## config.mk

```make
export PLATFORM = sky130hd
export DESIGN_NAME = bist_engine
export DESIGN_NICKNAME = d
export VERILOG_FILES = /design/src/rtl/bist_engine.sv
export SDC_FILE = /design/constraint.sdc
export NUM_CORES = 1
export LEC_CHECK = 0
export CORE_MARGIN = 5
export CORE_UTILIZATION = 50
export DETAILED_ROUTE_END_ITERATION = 8
export DONT_BUFFER_PORTS = 1
export PLACE_DENSITY = 0.72
export REMOVE_ABC_BUFFERS = 1
export SYNTH_ARGS = -nofsm -noshare
export SYNTH_HDL_FRONTEND = slang
export SYNTH_SLANG_ARGS = --single-unit
```

## constraint.sdc

```tcl
create_clock -name clk -period 8.4 [get_ports clk]
set_input_delay 0 -clock clk [delete_from_list [all_inputs] [get_ports clk]]
set_output_delay 0 -clock clk [all_outputs]
set_load 0.005 [all_outputs]
```

## src/rtl/bist_engine.sv

```systemverilog
// Self-sequencing BIST engine for the arithmetic controller datapath
// (A = K1*x1 + K2*x2, B = v*t + c). It drives NUM_VECTORS operand sets,
// computes golden results, aligns them to the DUT latency and scores
// every returned result.
module bist_engine #(
  parameter int          W           = 8,
  parameter int          RW          = 16,
  parameter int          K1          = 3,
  parameter int          K2          = 5,
  parameter int          NUM_VECTORS = 256,
  parameter int          LATENCY     = 1,
  parameter logic [31:0] SEED        = 32'hACE1_2025
) (
  input  logic          clk,
  input  logic          rst,
  input  logic          start,
  input  logic          pattern_mode,
  output logic [W-1:0]  x1,
  output logic [W-1:0]  x2,
  output logic [W-1:0]  v,
  output logic [W-1:0]  t,
  output logic [W-1:0]  c,
  input  logic [RW-1:0] a_dut,
  input  logic [RW-1:0] b_dut,
  output logic          busy,
  output logic          done,
  output logic          pass,
  output logic [15:0]   err_count,
  output logic [15:0]   first_fail_idx,
  output logic [1:0]    fail_mask
);

  typedef enum logic [1:0] {IDLE, RUN, DRAIN, DONE} stateT;

  // One entry of the golden delay line.
  typedef struct packed {
    logic          vld;
    logic [15:0]   idx;
    logic [RW-1:0] a;
    logic [RW-1:0] b;
  } tagT;

  localparam logic [31:0] SEED_EFF   = (SEED == 32'd0) ? 32'd1 : SEED;
  localparam logic [15:0] LAST_IDX   = 16'(NUM_VECTORS - 1);
  localparam logic [2:0]  DRAIN_LAST = (LATENCY > 0) ? 3'(LATENCY - 1) : 3'd0;
  localparam logic [31:0] LFSR_MASK  = 32'h8020_0003;  // x^32+x^22+x^2+x+1

  stateT              state, stateNext;
  logic [15:0]        idx;
  logic [31:0]        lfsr;
  logic               modeLat;
  logic [2:0]         drainCnt;
  logic [4:0][W-1:0]  ops;

  logic               accept, lastVec, loadOps, clearOps, loadMode;
  logic [15:0]        loadIdx;
  logic [31:0]        loadLfsr, nextLfsr;
  logic [4:0][W-1:0]  opSel;

  tagT                tagNow, tagCmp;
  logic               aBad, bBad, mismatch;
  logic [15:0]        errNext;

  // Operand k of an LFSR vector: state rotated right by 6k, low W bits.
  function automatic logic [W-1:0] lfsrOp(input logic [31:0] s, input int k);
    return W'((s >> (6 * k)) | (s << (32 - 6 * k)));
  endfunction

  assign x1 = ops[0];
  assign x2 = ops[1];
  assign v  = ops[2];
  assign t  = ops[3];
  assign c  = ops[4];

  assign accept  = (state == IDLE) && start;
  assign lastVec = (idx == LAST_IDX);

  // State register.
  always_ff @(posedge clk) begin
    if (rst) state <= IDLE;
    else     state <= stateNext;
  end

  // Next-state and status outputs.
  always_comb begin
    stateNext = state;
    busy      = 1'b0;
    done      = 1'b0;
    case (state)
      IDLE:  if (start) stateNext = RUN;
      RUN: begin
        busy = 1'b1;
        if (lastVec) stateNext = (LATENCY > 0) ? DRAIN : DONE;
      end
      DRAIN: begin
        busy = 1'b1;
        if (drainCnt == DRAIN_LAST) stateNext = DONE;
      end
      DONE: begin
        done      = 1'b1;
        stateNext = IDLE;
      end
      default: stateNext = IDLE;
    endcase
  end

  // Next operand set: vector 0 on an accepted start, else the following vector.
  always_comb begin
    nextLfsr = {1'b0, lfsr[31:1]} ^ (lfsr[0] ? LFSR_MASK : 32'd0);
    loadLfsr = (state == IDLE) ? SEED_EFF : nextLfsr;
    loadIdx  = (state == IDLE) ? 16'd0 : idx + 16'd1;
    loadMode = (state == IDLE) ? pattern_mode : modeLat;
    loadOps  = accept || ((state == RUN) && !lastVec);
    // DRAIN keeps the last vector on the bus; everything else outside RUN is 0.
    clearOps = (stateNext == IDLE) || (stateNext == DONE);
    for (int k = 0; k < 5; k++)
      opSel[k] = loadMode ? loadIdx[W-1:0] : lfsrOp(loadLfsr, k);
  end

  // Vector sequencing: index, LFSR, latched mode, drain counter, operands.
  always_ff @(posedge clk) begin
    if (rst) begin
      idx      <= '0;
      lfsr     <= SEED_EFF;
      modeLat  <= 1'b0;
      drainCnt <= '0;
      ops      <= '0;
    end else begin
      if (loadOps) begin
        idx  <= loadIdx;
        lfsr <= loadLfsr;
        ops  <= opSel;
      end else if (clearOps) begin
        ops <= '0;
      end
      if (accept) modeLat <= pattern_mode;
      drainCnt <= (state == DRAIN) ? drainCnt + 3'd1 : 3'd0;
    end
  end

  // Golden results from the registered operands. Low RW bits of a sum of
  // products depend only on the low RW bits of the terms, so RW-wide math
  // equals full-width math truncated to RW.
  always_comb begin
    tagNow     = '0;
    tagNow.vld = (state == RUN);
    tagNow.idx = idx;
    tagNow.a   = RW'(K1) * RW'(ops[0]) + RW'(K2) * RW'(ops[1]);
    tagNow.b   = RW'(ops[2]) * RW'(ops[3]) + RW'(ops[4]);
  end

  generate
    if (LATENCY == 0) begin : gNoDelay
      assign tagCmp = tagNow;
    end else begin : gDelay
      tagT pipe [0:LATENCY-1];
      // Delay line aligning golden values with the DUT pipeline.
      always_ff @(posedge clk) begin
        if (rst) begin
          for (int k = 0; k < LATENCY; k++) pipe[k] <= '0;
        end else begin
          pipe[0] <= tagNow;
          for (int k = 1; k < LATENCY; k++) pipe[k] <= pipe[k-1];
        end
      end
      assign tagCmp = pipe[LATENCY-1];
    end
  endgenerate

  // Compare against the aligned golden entry.
  always_comb begin
    aBad     = tagCmp.vld && (a_dut != tagCmp.a);
    bBad     = tagCmp.vld && (b_dut != tagCmp.b);
    mismatch = aBad || bBad;
    errNext  = (mismatch && (err_count != 16'hFFFF)) ? err_count + 16'd1 : err_count;
  end

  // Scoreboard: error count, first failing index, sticky mask and verdict.
  always_ff @(posedge clk) begin
    if (rst || accept) begin
      err_count      <= '0;
      first_fail_idx <= '0;
      fail_mask      <= '0;
      pass           <= 1'b0;
    end else begin
      if (mismatch) begin
        err_count <= errNext;
        fail_mask <= fail_mask | {bBad, aBad};
        if (err_count == 16'd0) first_fail_idx <= tagCmp.idx;
      end
      // The final vector's compare lands on the edge entering DONE, so the
      // verdict uses the post-compare count.
      if ((state != DONE) && (stateNext == DONE)) pass <= (errNext == 16'd0);
    end
  end

endmodule
```

* After elaboration in Yosys (flattened, before gate mapping)
Memories as Yosys holds them, arrays and structs flattened.
Cells that the tools add are included.
Widths: inputs -> output; s select.
** Word-level totals
- Logic and storage cells :: 83
- Bits in latches :: 0
- Register bits :: 129
- Memory bits (writable) :: 45
- Bits in read-only memories :: 0
- Memories kept :: 1
** Memory list
- gDelay.pipe :: depth 1, width 45, read ports 1, clocked after memory_dff 0, wr ports 1, line 156 : tagT pipe [0:LATENCY-1];
** Operators by class
- $lt $le $gt $ge :: 0
- Reductions and logical operators :: 21
- Multipliers :: 3
- Divide/modulo/power cells :: 0
- Muxes and demuxes :: 23
- Add/subtract/negate cells :: 5
- Bitwise logic cells :: 7
- Equality and inequality tests :: 9
- Shift operators :: 0
** Operator list (number)
- $mux 40 :: 2
- $mux 32 :: 2
- $mux 45 :: 1
- $reduce_or 45->1 :: 1
- $mux 8 :: 5
- $add 16x1->16 const B :: 2
- $logic_not 16->1 :: 2
- $mux 16 :: 2
- $ne 16x16->1 :: 2
- $or 8x1->8 const B :: 4
- $xor 31x32->32 :: 1
- $add 16x8->16 :: 1
- $eq 16x8->1 const B :: 1
- $mul 8x8->16 :: 1
- $ne 16x16->1 const B :: 1
- $add 10x11->12 :: 1
- $mul 3x8->11 const A :: 1
- $mul 2x8->10 const A :: 1
- $pmux 2 s4 :: 1
- $mux 1 :: 7
- $eq 2x2->1 const B :: 3
- $logic_and 1x1->1 :: 6
- $mux 2 :: 3
- $logic_not 2->1 :: 2
- 11 further kinds :: 15

* Logic depth before layout (Yosys ltp)
- Depth after elaboration :: 7
- Mapped depth :: 19
- Depth with buffers taken out :: 18

* Worst setup path before layout
OpenSTA, ideal clock, no wires.
- Path kind :: flip-flop to flip-flop
- From :: register ops, in the netlist t[1]
- To :: memory gDelay.pipe[0][15] in the netlist's numbering
- Arrival time :: 4.461 ns
- Path buffers :: 1
- Stages on the path, launching flop included :: 19
- Setup slack :: 3.812 ns
- Period minus slack after synthesis :: 4.588 ns
- Cells stage by stage :: dfxtp_1 -> clkbuf_1 -> nand2_1 -> fa_1 -> inv_1 -> fa_1 -> ha_1 -> inv_1 -> fa_1 -> inv_1 -> fa_1 -> a21o_1 -> a21oi_1 -> o21bai_1 -> a2111o_1 -> a41oi_1 -> o21ai_0 -> xnor2_1 -> nor2_1
** On the way
- Longest elaborated chain between the ends :: 3
** Ends and longest elaborated chain
- from (decl) :: line 53 : logic [4:0][W-1:0] ops;
- from (signal assigned) :: line 132 : ops <= opSel;
- $mul 8x8->16 :: line 149 : tagNow.b = RW'(ops[2]) * RW'(ops[3]) + RW'(ops[4]);
- $add 16x8->16 :: line 149
- $mux 45 (no source line)
- to (decl) :: line 156
No other way between the ends.

* Final worst setup path
- From :: register ops, in the netlist v[3]
- To :: memory gDelay.pipe[0][15] in the netlist's numbering
Same word-level chain as after synthesis.

==> flow_summary.yaml <==
placed_design:
  hpwl_um: 17000
  place_congestion: 0.861
  port_buffers: 0
  placed_cells: 1404
  preCtsSetupSlack_ns: 3.58
global_route:
  grt_pass1_vias: 7567
  grt_pass1_wl_um: 39100
  grt_usage_pct: 20.1
  grt_overflow_total: 0
  grt_max_degree: 116
  grt_antenna_before_repair: 0
setup_path:
  cp_cell_sequence: "nand2_1, fa_1, inv_1, fa_1, ha_1, inv_1, fa_1, inv_1, fa_1, a21o_1, a21oi_1, o21bai_1, a2111o_1, a41oi_1, o21ai_0, xnor2_1, nor2_1"
  required_ns: 8.69
  crit_type: "flop to flop"
  crit_path_max_incr_delay_ns: 0.57
  crit_cells: 17
  crit_buf_inv: 3
  cp_slowest_cell: "dfxtp_1"
  worst-path-max-fanout: 10
  cp_top_family: "adder cells"
  r2r_end: "gDelay.pipe[0][15]"
  timing.rr.start: "v[3]"
  start_kind: "flop"
  end_kind: "flop"
  cpMostUsedCell: "fa_1"
  regToRegSetupSlack_ns: 3.56
  arrival_ns: 5.13
  r2r.worst_path.cells: 17
floorplan:
  io_pins: 113
  dieWidth_um: 154
  start_util_pct: 50.8
  coreArea_um2: 20300
  num_rows: 52
  fp.dieArea_um2: 23600
  die_height_um: 154
synthesis:
  ys.flop_type: "dfxtp_1"
  synth-compound-area-share_pct: 10.6
  synth_top_family_by_area: "simple AND/OR/NAND/NOR gates"
  synth.top_cell.area_share_pct: 33.8
  synth_commonest_cells: "dfxtp_1 (174), nand2_1 (133), inv_1 (120)"
  ys_top_cells_by_area: "dfxtp_1 (34%), fa_1 (11%), ha_1 (8.2%), nand2_1 (4.8%), xor2_1 (4.5%)"
  yosysMostFrequentCell: "dfxtp_1"
  synth_area_leader_cell: "dfxtp_1"
  synth_edf_count: 0
  async_flop_share_pct: 0
  synth.avg_cell_area_um2: 8.70
  synthCells: 1186
  yosys.area_share.simple_pct: 20.7
  synth_mux_area_share_pct: 2.28
  ys_warn_count: 0
  yosysSeqAreaShare_pct: 33.8
  syn_area_um2: 10300
  synth.distinct_cells: 57
  synth_xor_area_share_pct: 6.71
  synthAdderAreaFrac_pct: 19.3
  ys_ff_latch: 174
sta:
  relSlewSlack_pct: 28.6
  fmax_ghz: 0.207
  min_period_ns: 4.84
  maxSlewViolCount: 0
  timing.final.ws_setup_ns: 3.56
  tns_ns: 0
  hold_viol_final: 0
  min_period_over_period_pct: 57.6
  tightest_slew_ns: 1.07
  rsz0062_at_grt: "no"
  final.setup_skew_ns: 0.00879
  setup_viol: 0
run:
  max_cap_violations: 0
cells_and_area:
  post_route_cells_drive_above_1_share_pct: 4.70
  regArea_um2: 3480
  antenna_cells: 0
  layoutNonFillerInstCount: 1441
  multi_input_area_um2: 6160
  final_nets: 1319
  fillers: 1871
  area_delta_synth_final_pct: 8.09
pwr:
  p_leak_nw: 4.87
  ir_drop_v: 0.000152
  power_density_nw_per_um2: 170
detailed_routing:
  dr.pass1.iters: 5
  wl_um: 23500
  vias: 7751
  drc: 0
  routed_via_density: 5.38
  wl_per_cell_um: 16.3
  drt_iter0_drc: 560
  ant_nets: 0
cts:
  cts_buffers: 17
  cts_tree: "done"
  h-tree-depth: 4
  clk_pin_slew_ns: 0.06
  cts_resized: 0
  clock_path_buffers: 2
  cts_root_buf: "clkbuf_16"
  clk_latency_ns: 0.42
  cts.sinks: 174
hold_path:
  worst_hold_path_type: "input pin to flop"
  holdPathStages: 5
  min_to: "fail_mask[0]"
  hp-start: "a_dut[14]"
outcome:
  outcome: "finished clean"
cells by family after synthesis:
| group | after synthesis |
|---|---|
| simple gates | 432 |
| buf+inv | 177 |
| compound gates | 176 |
| flops | 174 |
| fa+ha+maj | 125 |
| xor+xnor | 79 |
| mux | 23 |
metrics by stage:
stage	area [um^2]	util, %	hold slack [ns]	total power, mW
after floorplan	10100	-	0.0667	1.03
after global placement	10500	51.6	0.0888	1.09
after detailed placement	10500	51.6	0.0900	1.09
after CTS	11100	54.9	0.0493	1.91
after global routing	11100	54.9	0.0661	1.98
final	11100	54.9	0.0694	1.90
power by group:
part / switching (mW) / total, mW / internal [mW] / leakage (nW)
Combinational: 0.130 / 0.198 / 0.0681 / 3.16
Sequential: 0.0349 / 0.885 / 0.850 / 1.41
Clock: 0.333 / 0.818 / 0.485 / 0.303
Total: 0.497 / 1.90 / 1.40 / 4.87
area by class of cell:
cell class / count / area share (%)
Multi-Input combinational cell: 835 / 55.2
Clock buffer: 19 / 4.06
Tap cell: 270 / 3.03
Inverter: 120 / 4.04
Sequential cell: 174 / 31.2
Timing Repair Buffer: 10 / 0.943
Clock inverter: 13 / 1.45
state kept, by name, summed over array words and instances (netlist names):
signal,cells
lfsr,32
pass,1
x1,8
idx,16
v,8
t,8
x2,8
drainCnt,3
gDelay.pipe,45
c,8
modeLat,1
first_fail_idx,16
state,2
fail_mask,2
err_count,16
layer usage:
layer	vias up	global-route usage [%]	part of all wire, %
li1	3832	-	-
met1	3710	27.3	46
met2	188	32.3	47
met3	21	5.23	6.1
met4	0	4.92	1.3
met5	-	0	0
repair_timing:
action	4_1_cts	5_1_grt
endpoints found under the hold margin	126	0
setup buffers	0	0
hold buffers	5	0
cell usage in the layout, fill, tap and decap left out, types with 4 or more instances in the layout:
master,count
dfxtp_1,174
nand2_1,133
inv_1,120
nor2_1,118
a21oi_1,70
ha_1,67
fa_1,57
xor2_1,53
and2_1,45
o21ai_0,32
a31oi_1,28
nor2b_1,27
xnor2_1,26
nand3b_1,23
mux2i_1,22
clkbuf_16,17
nand3_1,16
nor3_1,15
nor4_1,13
and3_1,11
a21o_1,8
nand4_1,7
or3_1,5
buf_4,5
nor3b_1,4
and4_1,4
or2_2,4
o21bai_1,4
o211ai_1,4
clkinv_2,4
dlygate4sd3_1,4
worst reg2reg max path, stage by stage (launching register included):
cell and delay, ns:
dfxtp_1 0.57, nand2_1 0.14, fa_1 0.52, inv_1 0.05
fa_1 0.45, ha_1 0.29, inv_1 0.05, fa_1 0.52
inv_1 0.07, fa_1 0.46, a21o_1 0.17, a21oi_1 0.22
o21bai_1 0.12, a2111o_1 0.43, a41oi_1 0.28, o21ai_0 0.17
xnor2_1 0.17, nor2_1 0.05
worst max-delay path by stage:
stage,slack [ns],to,start
floorplan,3.50,c[6],idx[0]
global placement,3.63,gDelay.pipe[0][15],v[3]
detailed placement,3.58,gDelay.pipe[0][15],v[3]
CTS,3.55,gDelay.pipe[0][15],v[3]
global route,3.18,gDelay.pipe[0][15],v[3]
finish,3.56,gDelay.pipe[0][15],v[3]
Power figures use the tool's default switching activity.
